--- config.mk ---
export PLATFORM = sky130hd
export DESIGN_NAME = cp0_exception_ctrl
export DESIGN_NICKNAME = d
export VERILOG_FILES = /design/src/rtl/cp0_exception_ctrl.sv
export SDC_FILE = /design/constraint.sdc
export NUM_CORES = 1
export LEC_CHECK = 0
export ABC_AREA = 1
export ABC_CLOCK_PERIOD_IN_PS = 3900
export CAP_MARGIN = 0
export CORE_ASPECT_RATIO = 0.6
export CORE_UTILIZATION = 47
export CTS_CLUSTER_SIZE = 28
export DETAILED_ROUTE_END_ITERATION = 12
export PLACE_DENSITY = 0.93
export SYNTH_ARGS = -nofsm -noshare
export SYNTH_HDL_FRONTEND = slang
export SYNTH_SLANG_ARGS = --single-unit
--- constraint.sdc ---
create_clock -name clk -period 3.9 [get_ports clk]
set_clock_uncertainty 0.2 [all_clocks]
set_input_delay 0.585 -clock clk [delete_from_list [all_inputs] [get_ports clk]]
set_output_delay 0.585 -clock clk [all_outputs]
set_load 0.02 [all_outputs]
--- src/rtl/cp0_exception_ctrl.sv ---
// CP0 hardware-side writer: picks one of exception / interrupt / ERET at the
// MEM commit point, strobes the CP0 updates, then flushes and redirects fetch.
module cp0_exception_ctrl #(
  parameter logic [31:0] EXC_VECTOR = 32'h8000_0180,
  parameter int          NUM_IRQ    = 6
) (
  input  logic               clk,
  input  logic               reset,
  input  logic               pause,
  input  logic               inst_valid_i,
  input  logic               exc_valid_i,
  input  logic [4:0]         exc_code_i,
  input  logic [31:0]        exc_pc_i,
  input  logic               exc_in_delay_i,
  input  logic [31:0]        exc_badvaddr_i,
  input  logic               eret_i,
  input  logic [NUM_IRQ-1:0] irq_i,
  input  logic [31:0]        cp0_status_i,
  input  logic [31:0]        cp0_cause_i,
  input  logic [31:0]        cp0_epc_i,
  output logic               cp0_status_wen_o,
  output logic               cp0_epc_wen_o,
  output logic               cp0_cause_wen_o,
  output logic               cp0_badvaddr_wen_o,
  output logic [31:0]        cp0_status_o,
  output logic [31:0]        cp0_epc_o,
  output logic [31:0]        cp0_cause_o,
  output logic [31:0]        cp0_badvaddr_o,
  output logic               flush_o,
  output logic               redirect_valid_o,
  output logic [31:0]        redirect_pc_o,
  output logic               busy_o
);

  typedef enum logic [1:0] {S_IDLE, S_COMMIT, S_REDIRECT} state_t;
  typedef enum logic [1:0] {K_NONE, K_EXC, K_INT, K_ERET} kind_t;

  state_t      state_q, state_d;
  kind_t       kind_q, kind_d, sel;
  logic [31:0] epc_lat_q, epc_lat_d;

  logic        status_wen_q, status_wen_d;
  logic        epc_wen_q, epc_wen_d;
  logic        cause_wen_q, cause_wen_d;
  logic        badvaddr_wen_q, badvaddr_wen_d;
  logic [31:0] status_q, status_d;
  logic [31:0] epc_q, epc_d;
  logic [31:0] cause_q, cause_d;
  logic [31:0] badvaddr_q, badvaddr_d;
  logic        flush_q, flush_d;
  logic        redirect_valid_q, redirect_valid_d;
  logic [31:0] redirect_pc_q, redirect_pc_d;
  logic        busy_q, busy_d;

  logic        int_pend;
  logic [5:0]  ip_field;
  logic [4:0]  code;

  always_comb begin
    int_pend = (|(irq_i & cp0_status_i[10 +: NUM_IRQ])) & cp0_status_i[0]
               & ~cp0_status_i[1] & inst_valid_i;
    ip_field = cp0_cause_i[15:10];
    ip_field[NUM_IRQ-1:0] = irq_i;
    code = exc_valid_i ? exc_code_i : 5'd0;

    if (exc_valid_i)   sel = K_EXC;
    else if (int_pend) sel = K_INT;
    else if (eret_i)   sel = K_ERET;
    else               sel = K_NONE;

    state_d          = state_q;
    kind_d           = kind_q;
    epc_lat_d        = epc_lat_q;
    status_wen_d     = 1'b0;
    epc_wen_d        = 1'b0;
    cause_wen_d      = 1'b0;
    badvaddr_wen_d   = 1'b0;
    flush_d          = 1'b0;
    redirect_valid_d = 1'b0;
    status_d         = status_q;
    epc_d            = epc_q;
    cause_d          = cause_q;
    badvaddr_d       = badvaddr_q;
    redirect_pc_d    = redirect_pc_q;

    // Strobes are registered on the edge that enters the state they belong to,
    // so a paused edge simply registers zeros and holds the state.
    if (!pause) begin
      unique case (state_q)
        S_IDLE: begin
          if (sel != K_NONE) begin
            state_d      = S_COMMIT;
            kind_d       = sel;
            epc_lat_d    = cp0_epc_i;
            flush_d      = 1'b1;
            status_wen_d = 1'b1;
            if (sel == K_ERET) begin
              status_d = cp0_status_i & ~32'h0000_0002;
            end else begin
              status_d    = cp0_status_i | 32'h0000_0002;
              cause_wen_d = 1'b1;
              cause_d     = {exc_in_delay_i, cp0_cause_i[30:16], ip_field,
                             cp0_cause_i[9:7], code, 2'b00};
              epc_wen_d   = ~cp0_status_i[1];
              epc_d       = exc_in_delay_i ? exc_pc_i - 32'd4 : exc_pc_i;
              if (sel == K_EXC && (code == 5'd4 || code == 5'd5)) begin
                badvaddr_wen_d = 1'b1;
                badvaddr_d     = exc_badvaddr_i;
              end
            end
          end
        end
        S_COMMIT: begin
          state_d          = S_REDIRECT;
          flush_d          = 1'b1;
          redirect_valid_d = 1'b1;
          redirect_pc_d    = (kind_q == K_ERET) ? epc_lat_q : EXC_VECTOR;
        end
        S_REDIRECT: begin
          state_d   = S_IDLE;
          kind_d    = K_NONE;
          epc_lat_d = 32'd0;
        end
        default: state_d = S_IDLE;
      endcase
    end

    busy_d = (state_d != S_IDLE);
  end

  always_ff @(posedge clk) begin
    if (reset) begin
      state_q          <= S_IDLE;
      kind_q           <= K_NONE;
      epc_lat_q        <= 32'd0;
      status_wen_q     <= 1'b0;
      epc_wen_q        <= 1'b0;
      cause_wen_q      <= 1'b0;
      badvaddr_wen_q   <= 1'b0;
      status_q         <= 32'd0;
      epc_q            <= 32'd0;
      cause_q          <= 32'd0;
      badvaddr_q       <= 32'd0;
      flush_q          <= 1'b0;
      redirect_valid_q <= 1'b0;
      redirect_pc_q    <= 32'd0;
      busy_q           <= 1'b0;
    end else begin
      state_q          <= state_d;
      kind_q           <= kind_d;
      epc_lat_q        <= epc_lat_d;
      status_wen_q     <= status_wen_d;
      epc_wen_q        <= epc_wen_d;
      cause_wen_q      <= cause_wen_d;
      badvaddr_wen_q   <= badvaddr_wen_d;
      status_q         <= status_d;
      epc_q            <= epc_d;
      cause_q          <= cause_d;
      badvaddr_q       <= badvaddr_d;
      flush_q          <= flush_d;
      redirect_valid_q <= redirect_valid_d;
      redirect_pc_q    <= redirect_pc_d;
      busy_q           <= busy_d;
    end
  end

  assign cp0_status_wen_o   = status_wen_q;
  assign cp0_epc_wen_o      = epc_wen_q;
  assign cp0_cause_wen_o    = cause_wen_q;
  assign cp0_badvaddr_wen_o = badvaddr_wen_q;
  assign cp0_status_o       = status_q;
  assign cp0_epc_o          = epc_q;
  assign cp0_cause_o        = cause_q;
  assign cp0_badvaddr_o     = badvaddr_q;
  assign flush_o            = flush_q;
  assign redirect_valid_o   = redirect_valid_q;
  assign redirect_pc_o      = redirect_pc_q;
  assign busy_o             = busy_q;

endmodule
==> summary.md, run 1 <==
| Metric | Value |
|---|---|
| Largest net degree at the start of global routing | `91` |
| Layout Nets | `1,729` |
| Ant diodes | `0` |
| CTS buffer count | `20` |
| Metal2 WL | `12,400 um` |
| Drt total wl | `26,700 um` |
| GRT overflow | `0` |
| Multiplexer area fraction after synthesis | `0.00116` |
| Cts hold-fix bufs | `0` |
| Cell chain of the critical path | `clkdlybuf4s50_1 > nor3_4 > nand2_1 > inv_2 > buf_4 > nor2_1 > nor2_1` |
| DRC violations left | `0` |
| Largest family of logic cells by synthesized area | `simple AND/OR/NAND/NOR gates` |
| Initial Util | `0.491` |
| Post-Synth Simple-Gate Area | `0.341` |
| First-pass GRT wire length | `42,500 um` |
| Die X | `177 um` |
| Slew HR | `0.317` |
| Power Total | `5.08 mW` |
| CP arrival | `2.74 ns` |
| Layout fillers | `1,333` |
| RSZ-0062 raised after global routing | `no` |
| Setup TNS | `0 ns` |
| Leakage | `5.51 nW` |
| Fraction of synthesized cell area taken by the top area cell type | `0.468` |
| Top sig layer | `met4` |
| Count of cell types in the netlist | `33` |
| CP max stage cell | `clkdlybuf4s50_1` |
| Final period util | `0.644` |
| Vias in the first global route | `8,608` |
| Max Slew Vio Count | `0` |
| Area occupied by multi-input gates | `0.00378 mm^2` |
| Drt wl/cell | `14.8 um` |
| Slew @ Worst Pin | `1.02 ns` |
| Power Dens Cells | `404 mW/mm^2` |
| Crit Path Category | `input pin to register` |
| Post-synth EDFFs | `0` |
| Row Count | `37` |
| Gr usage total | `0.279` |
| CTS Root Cell | `clkbuf_16` |
| Met3 wire length | `2670 um` |
| Die H | `107 um` |
| Worst Hold Class | `register to register` |
| Reg clk slew, reported paths | `0.06 ns` |
| Post-synthesis compound-gate area fraction | `0.0827` |
| Port bufs | `328` |
| Post-route ant nets | `0` |
| Adder and majority cell fraction of the synthesized area | `0.00146` |
| CP Capture Type | `register` |
| Placeable Area | `0.0175 mm^2` |
| Synth Area per Inst | `6.82 um^2` |
| DP HPWL | `18,900 um` |
| Clock Sinks | `201` |
| Post-synth ARST share | `0` |
| Final hold violation count | `0` |
| RD Place Congestion | `0.928` |
| Post-synthesis sequential area ratio | `0.468` |
| CP bufs+invs | `3` |
| Peak VDD IR | `0.260 mV` |
| Mapped Cells | `1,260` |
| CTS tree | `done` |
| Tmin final | `2.51 ns` |
| Primary FF master, synth | `dfxtp_1` |
| Max Cap Viol | `0` |
| Maximum root-to-sink buffer count | `3` |
| FF/Latch Area | `0.00402 mm^2` |
| Critical path's top delay family | `buffers and inverters` |
| Share of layout cells above drive strength 1 | `0.0352` |
| Initial antenna violation count | `0` |
| Synth Register Bits | `201` |
| Max incr delay on CP | `0.55 ns` |
| DRT Pass-1 Iters | `6` |
| Most used cell, CP | `nor2_1` |
| Full die area | `0.0189 mm^2` |
| Post-CTS Repair Setup Buffers | `0` |
| CP Launch Type | `input pin` |
| Post-CTS Resized | `0` |
| # setup viols final | `0` |
| Worst Path Max Fanout | `36` |
| Area Growth Syn to Fin | `46.3%` |
| H-tree levels | `1` |
| Required time worst endpoint | `4.13 ns` |
| Via/cell ratio | `5.04` |
| Post-synthesis xor/xnor area fraction | `0.0112` |
| Status | `finished clean` |
| Area contributors post-synth | `dfxtp_1 (47%), nor2_1 (14%), nand2_1 (12%), inv_1 (5.3%), o21ai_0 (3.7%)` |
| Maximum clock rate | `398 MHz` |
| Cell accounting for the most synthesized area | `dfxtp_1` |
| Clk Latency, worst-skew pair | `0.49 ns` |
| WL met1 | `10,700 um` |
| Ports | `345` |
| DR iter-0 viols | `732` |
| Synth Warn # | `0` |
| Total vias in the final route | `9,050` |
| Post-Syn Area | `0.00860 mm^2` |
-- cells in the final DEF (no fill, tap or decap), drive strengths merged, types with 8 or more instances in the layout --
| cell | n |
|---|---|
| nand2 | 282 |
| nand3 | 51 |
| dfxtp | 201 |
| nor2 | 324 |
| inv | 123 |
| a21oi | 61 |
| nor3 | 9 |
| nand4 | 8 |
| xor2 | 9 |
| nand3b | 30 |
| o21ai | 75 |
| clkdlybuf4s50 | 327 |
| clkbuf | 28 |
| buf | 12 |
-- cell families after synthesis --
family,after synthesis
other cells,1
mux,1
fa+ha+maj,1
buf+inv,195
compound gates,140
flops,201
xor+xnor,11
simple gates,710
-- sequential cells by signal (all words and copies together) (netlist names), 2 cells and up --
signal / flops
kind_q: 2
cp0_cause_o: 30
cp0_badvaddr_o: 32
redirect_pc_o: 32
cp0_epc_o: 32
epc_lat_q: 32
state_q: 2
cp0_status_o: 32
-- Yosys cell counts (all sizes together), types with 9 or more instances --
| cell | number |
|---|---|
| a21oi | 61 |
| buf | 38 |
| clkbuf | 34 |
| dfxtp | 201 |
| inv | 123 |
| nand2 | 282 |
| nand3 | 51 |
| nand3b | 30 |
| nor2 | 324 |
| nor3 | 9 |
| o21ai | 75 |
| xor2 | 9 |
-- metal layers --
layer  vias to the layer above  global-route usage
li1                       4456                   -
met1                      4113               0.329
met2                       413               0.483
met3                        68              0.0830
met4                         0              0.0967
met5                         -                   0
-- power breakdown --
group | internal, mW | total, mW | switching [mW]
clock network | 1.12 | 1.93 | 0.805
registers | 2.18 | 2.25 | 0.0663
logic | 0.424 | 0.906 | 0.482
total | 3.73 | 5.08 | 1.35
-- worst paths after layout --
check | slack, ns | startpoint | cells past startpoint | end
setup reg to reg | 1.46 | state_q[1] | 7 | epc_lat_q[15]
hold reg to reg | 0.26 | kind_q[1] | 2 | kind_q[1]
setup / recovery | 1.39 | pause | 7 | cp0_cause_o[12]
hold / removal | 0.26 | kind_q[1] | 2 | kind_q[1]
-- tightest hold or removal path: stages (launching register included) --
cell and delay (ns):
dfxtp_1 0.31, inv_1 0.05, a21oi_1 0.06
-- area by class of cell --
cell class                 count  share of cell area
timing repair buffer         339               0.268
clock buffer                  28              0.0438
inverter                     123              0.0369
clock inverter                 6             0.00756
tap                          234              0.0233
sequential                   201               0.320
multi-input combinational    865               0.300
-- stage by stage --
stage	std cells	setup WS, ns	hold WS, ns	util	instance area (um^2)
after floorplan	1261	1.94	0.225	-	8600
after detailed placement	1762	0.881	0.251	0.682	11900
after global placement	1762	0.935	0.233	0.682	11900
after global routing	1796	1.15	0.281	0.719	12600
after CTS	1796	1.39	0.260	0.719	12600
final	1796	1.39	0.256	0.719	12600
Note: power is estimated with default switching activity, not from simulation.
==> run 2, diff against run 1 <==
--- a/config.mk
+++ b/config.mk
@@ -6,13 +6,13 @@
 export NUM_CORES = 1
 export LEC_CHECK = 0
 export ABC_AREA = 1
-export ABC_CLOCK_PERIOD_IN_PS = 3900
+export ABC_CLOCK_PERIOD_IN_PS = 2300
 export CAP_MARGIN = 0
 export CORE_ASPECT_RATIO = 0.6
-export CORE_UTILIZATION = 47
+export CORE_UTILIZATION = 39
 export CTS_CLUSTER_SIZE = 28
 export DETAILED_ROUTE_END_ITERATION = 12
-export PLACE_DENSITY = 0.93
+export PLACE_DENSITY = 0.83
 export SYNTH_ARGS = -nofsm -noshare
 export SYNTH_HDL_FRONTEND = slang
 export SYNTH_SLANG_ARGS = --single-unit
==> constraint.sdc (replaced) <==
create_clock -name clk -period 2.3 [get_ports clk]
set_clock_uncertainty 0.2 [all_clocks]
set_input_delay 0.345 -clock clk [delete_from_list [all_inputs] [get_ports clk]]
set_output_delay 0.345 -clock clk [all_outputs]
set_load 0.02 [all_outputs]
==> run 2 against run 1 <==
Net effect:
- wire length is 1.6% lower
- sequential power is 69% higher
- register-to-register slack worse by 0.89 ns
- final cell count is 4.2% higher
- critical path type is now register to primary output
==> summary.md, run 2 (synthesis gave the netlist of run 1 again) <==
| Metric | Value |
|---|---|
| Clock Sinks | `201` |
| RSZ-0062 raised after global routing | `no` |
| Drt wl/cell | `14.0 um` |
| Final Cell Area | `0.0130 mm^2` |
| Vias in the first global route | `8,415` |
| CP Launch Type | `register` |
| Final hold violation count | `0` |
| Share of layout cells above drive strength 1 | `0.0559` |
| First-pass GRT wire length | `41,800 um` |
| Sw Pwr | `2.35 mW` |
| DRC violations left | `0` |
| Max incr delay on CP | `0.66 ns` |
| DR iter-0 viols | `517` |
| Via/cell ratio | `4.75` |
| Slew @ Worst Pin | `0.601 ns` |
| Initial Util | `0.404` |
| Ant diodes | `0` |
| Clock power frac | `0.398` |
| Crit Path Category | `register to primary output` |
| Gr busiest metal | `met2` |
| Row Count | `41` |
| Commonest non-fill, non-tap cell in the layout | `clkdlybuf4s50_1` |
| Final period util | `0.896` |
| Die X | `194 um` |
| CP bufs+invs | `1` |
| Maximum clock rate | `485 MHz` |
| Met2 Use GR | `0.381` |
| Drt total wl | `26,200 um` |
| # setup viols final | `0` |
| Slew HR | `0.599` |
| Initial antenna violation count | `0` |
| Setup ws final | `0.238 ns` |
| Sequential share of power | `0.426` |
| Ports | `345` |
| Post-CTS Resized | `0` |
| Required time worst endpoint | `1.75 ns` |
| Maximum root-to-sink buffer count | `3` |
| Cell chain of the critical path | `clkdlybuf4s50_1` |
| Dpl ws | `-0.0687 ns` |
| Power Dens Cells | `688 mW/mm^2` |
| Gate power share | `0.176` |
| CP arrival | `1.52 ns` |
| DP HPWL | `18,700 um` |
| Max Slew Vio Count | `0` |
| Post-DP Area | `0.0123 mm^2` |
| Internal | `6.59 mW` |
| Total vias in the final route | `8,883` |
| Area Growth Syn to Fin | `51.3%` |
| Leakage | `5.71 nW` |
| Peak VDD IR | `0.466 mV` |
| Die H | `117 um` |
| Post-route ant nets | `0` |
| CTS buffer count | `21` |
| Clk Latency, worst-skew pair | `0.50 ns` |
| CTS Root Cell | `clkbuf_16` |
| Worst hold margin | `0.113 ns` |
| DRT Pass-1 Iters | `7` |
| Tmin final | `2.06 ns` |
| Grt met3 use | `0.0653` |
| Worst Hold Class | `input pin to register` |
| Post-CTS Repair Setup Buffers | `0` |
| Max Cap Viol | `0` |
| Layout fillers | `1,854` |
| Met1 Usage GRT | `0.283` |
| Critical path's top delay family | `buffers and inverters` |
| Reg clk slew, reported paths | `0.06 ns` |
| Cts hold-fix bufs | `0` |
| RD Place Congestion | `0.982` |
| GRT overflow | `0` |
| Port bufs | `328` |
| Gr usage total | `0.225` |
| Most frequent cells in the layout | `clkdlybuf4s50_1 (327), nor2_1 (318), nand2_1 (282), dfxtp_1 (201), inv_1 (120)` |
| Placeable Area | `0.0213 mm^2` |
| Largest net degree at the start of global routing | `66` |
| H-tree levels | `1` |
| Switching Fraction | `0.263` |
| CTS tree | `done` |
| CP Capture Type | `primary output` |
| Status | `finished clean` |
| Worst Path Max Fanout | `1` |
| Full die area | `0.0227 mm^2` |
| Layout Nets | `1,756` |
| CP max stage cell | `clkdlybuf4s50_1` |
run 2: changes by cell type in the layout (fill, tap and decap cells not counted), sizes merged:
| cell | before | now |
|---|---|---|
| buf | 12 | 38 |
| clkbuf | 28 | 30 |
| clkinvlp | 0 | 2 |
| clkinv | 4 | 3 |
| inv | 123 | 124 |
run 2: power by group through the flow:
stage / logic [mW] / registers, mW / clock network, mW
2_1_floorplan: 0.590 / 4.06 / 0
3_3_place_gp: 1.55 / 3.87 / 0
3_5_place_dp: 1.57 / 3.88 / 0
4_1_cts: 1.58 / 3.81 / 3.64
5_1_grt: 1.73 / 3.83 / 3.75
6_report: 1.58 / 3.81 / 3.56
run 2: area by class of cell:
type	count	area (um^2)	area share
clock buffers	30	629	0.0484
clock inverters	8	98.8	0.00760
inverters	123	464	0.0357
multi-input cells	865	3780	0.291
flip-flops and latches	201	4020	0.309
well taps	279	349	0.0269
repair buffers	365	3660	0.281
run 2: through the flow:
stage / power (mW) / util / instances / TNS (ns)
after floorplan: 4.65 / - / 1261 / 0
after global placement: 5.42 / 0.576 / 1833 / -0.103
after detailed placement: 5.45 / 0.576 / 1833 / -0.195
after CTS: 9.03 / 0.611 / 1871 / 0
after global routing: 9.31 / 0.611 / 1871 / 0
final: 8.94 / 0.611 / 1871 / 0
run 2: path summary, 6_finish.rpt:
kind / end / start / slack (ns) / depth (start not counted)
setup / recovery: busy_o / busy_o / 0.24 / 1
hold reg to reg: kind_q[1] / kind_q[1] / 0.25 / 2
setup reg to reg: cp0_status_o[31] / state_q[0] / 0.57 / 5
hold / removal: cp0_epc_o[16] / reset / 0.11 / 4
run 2: per-layer routing:
layer / part of all wire / vias up
met4: 0.022 / 0
met2: 0.44 / 319
met5: 0 / -
li1: - / 4512
met1: 0.44 / 4009
met3: 0.092 / 43
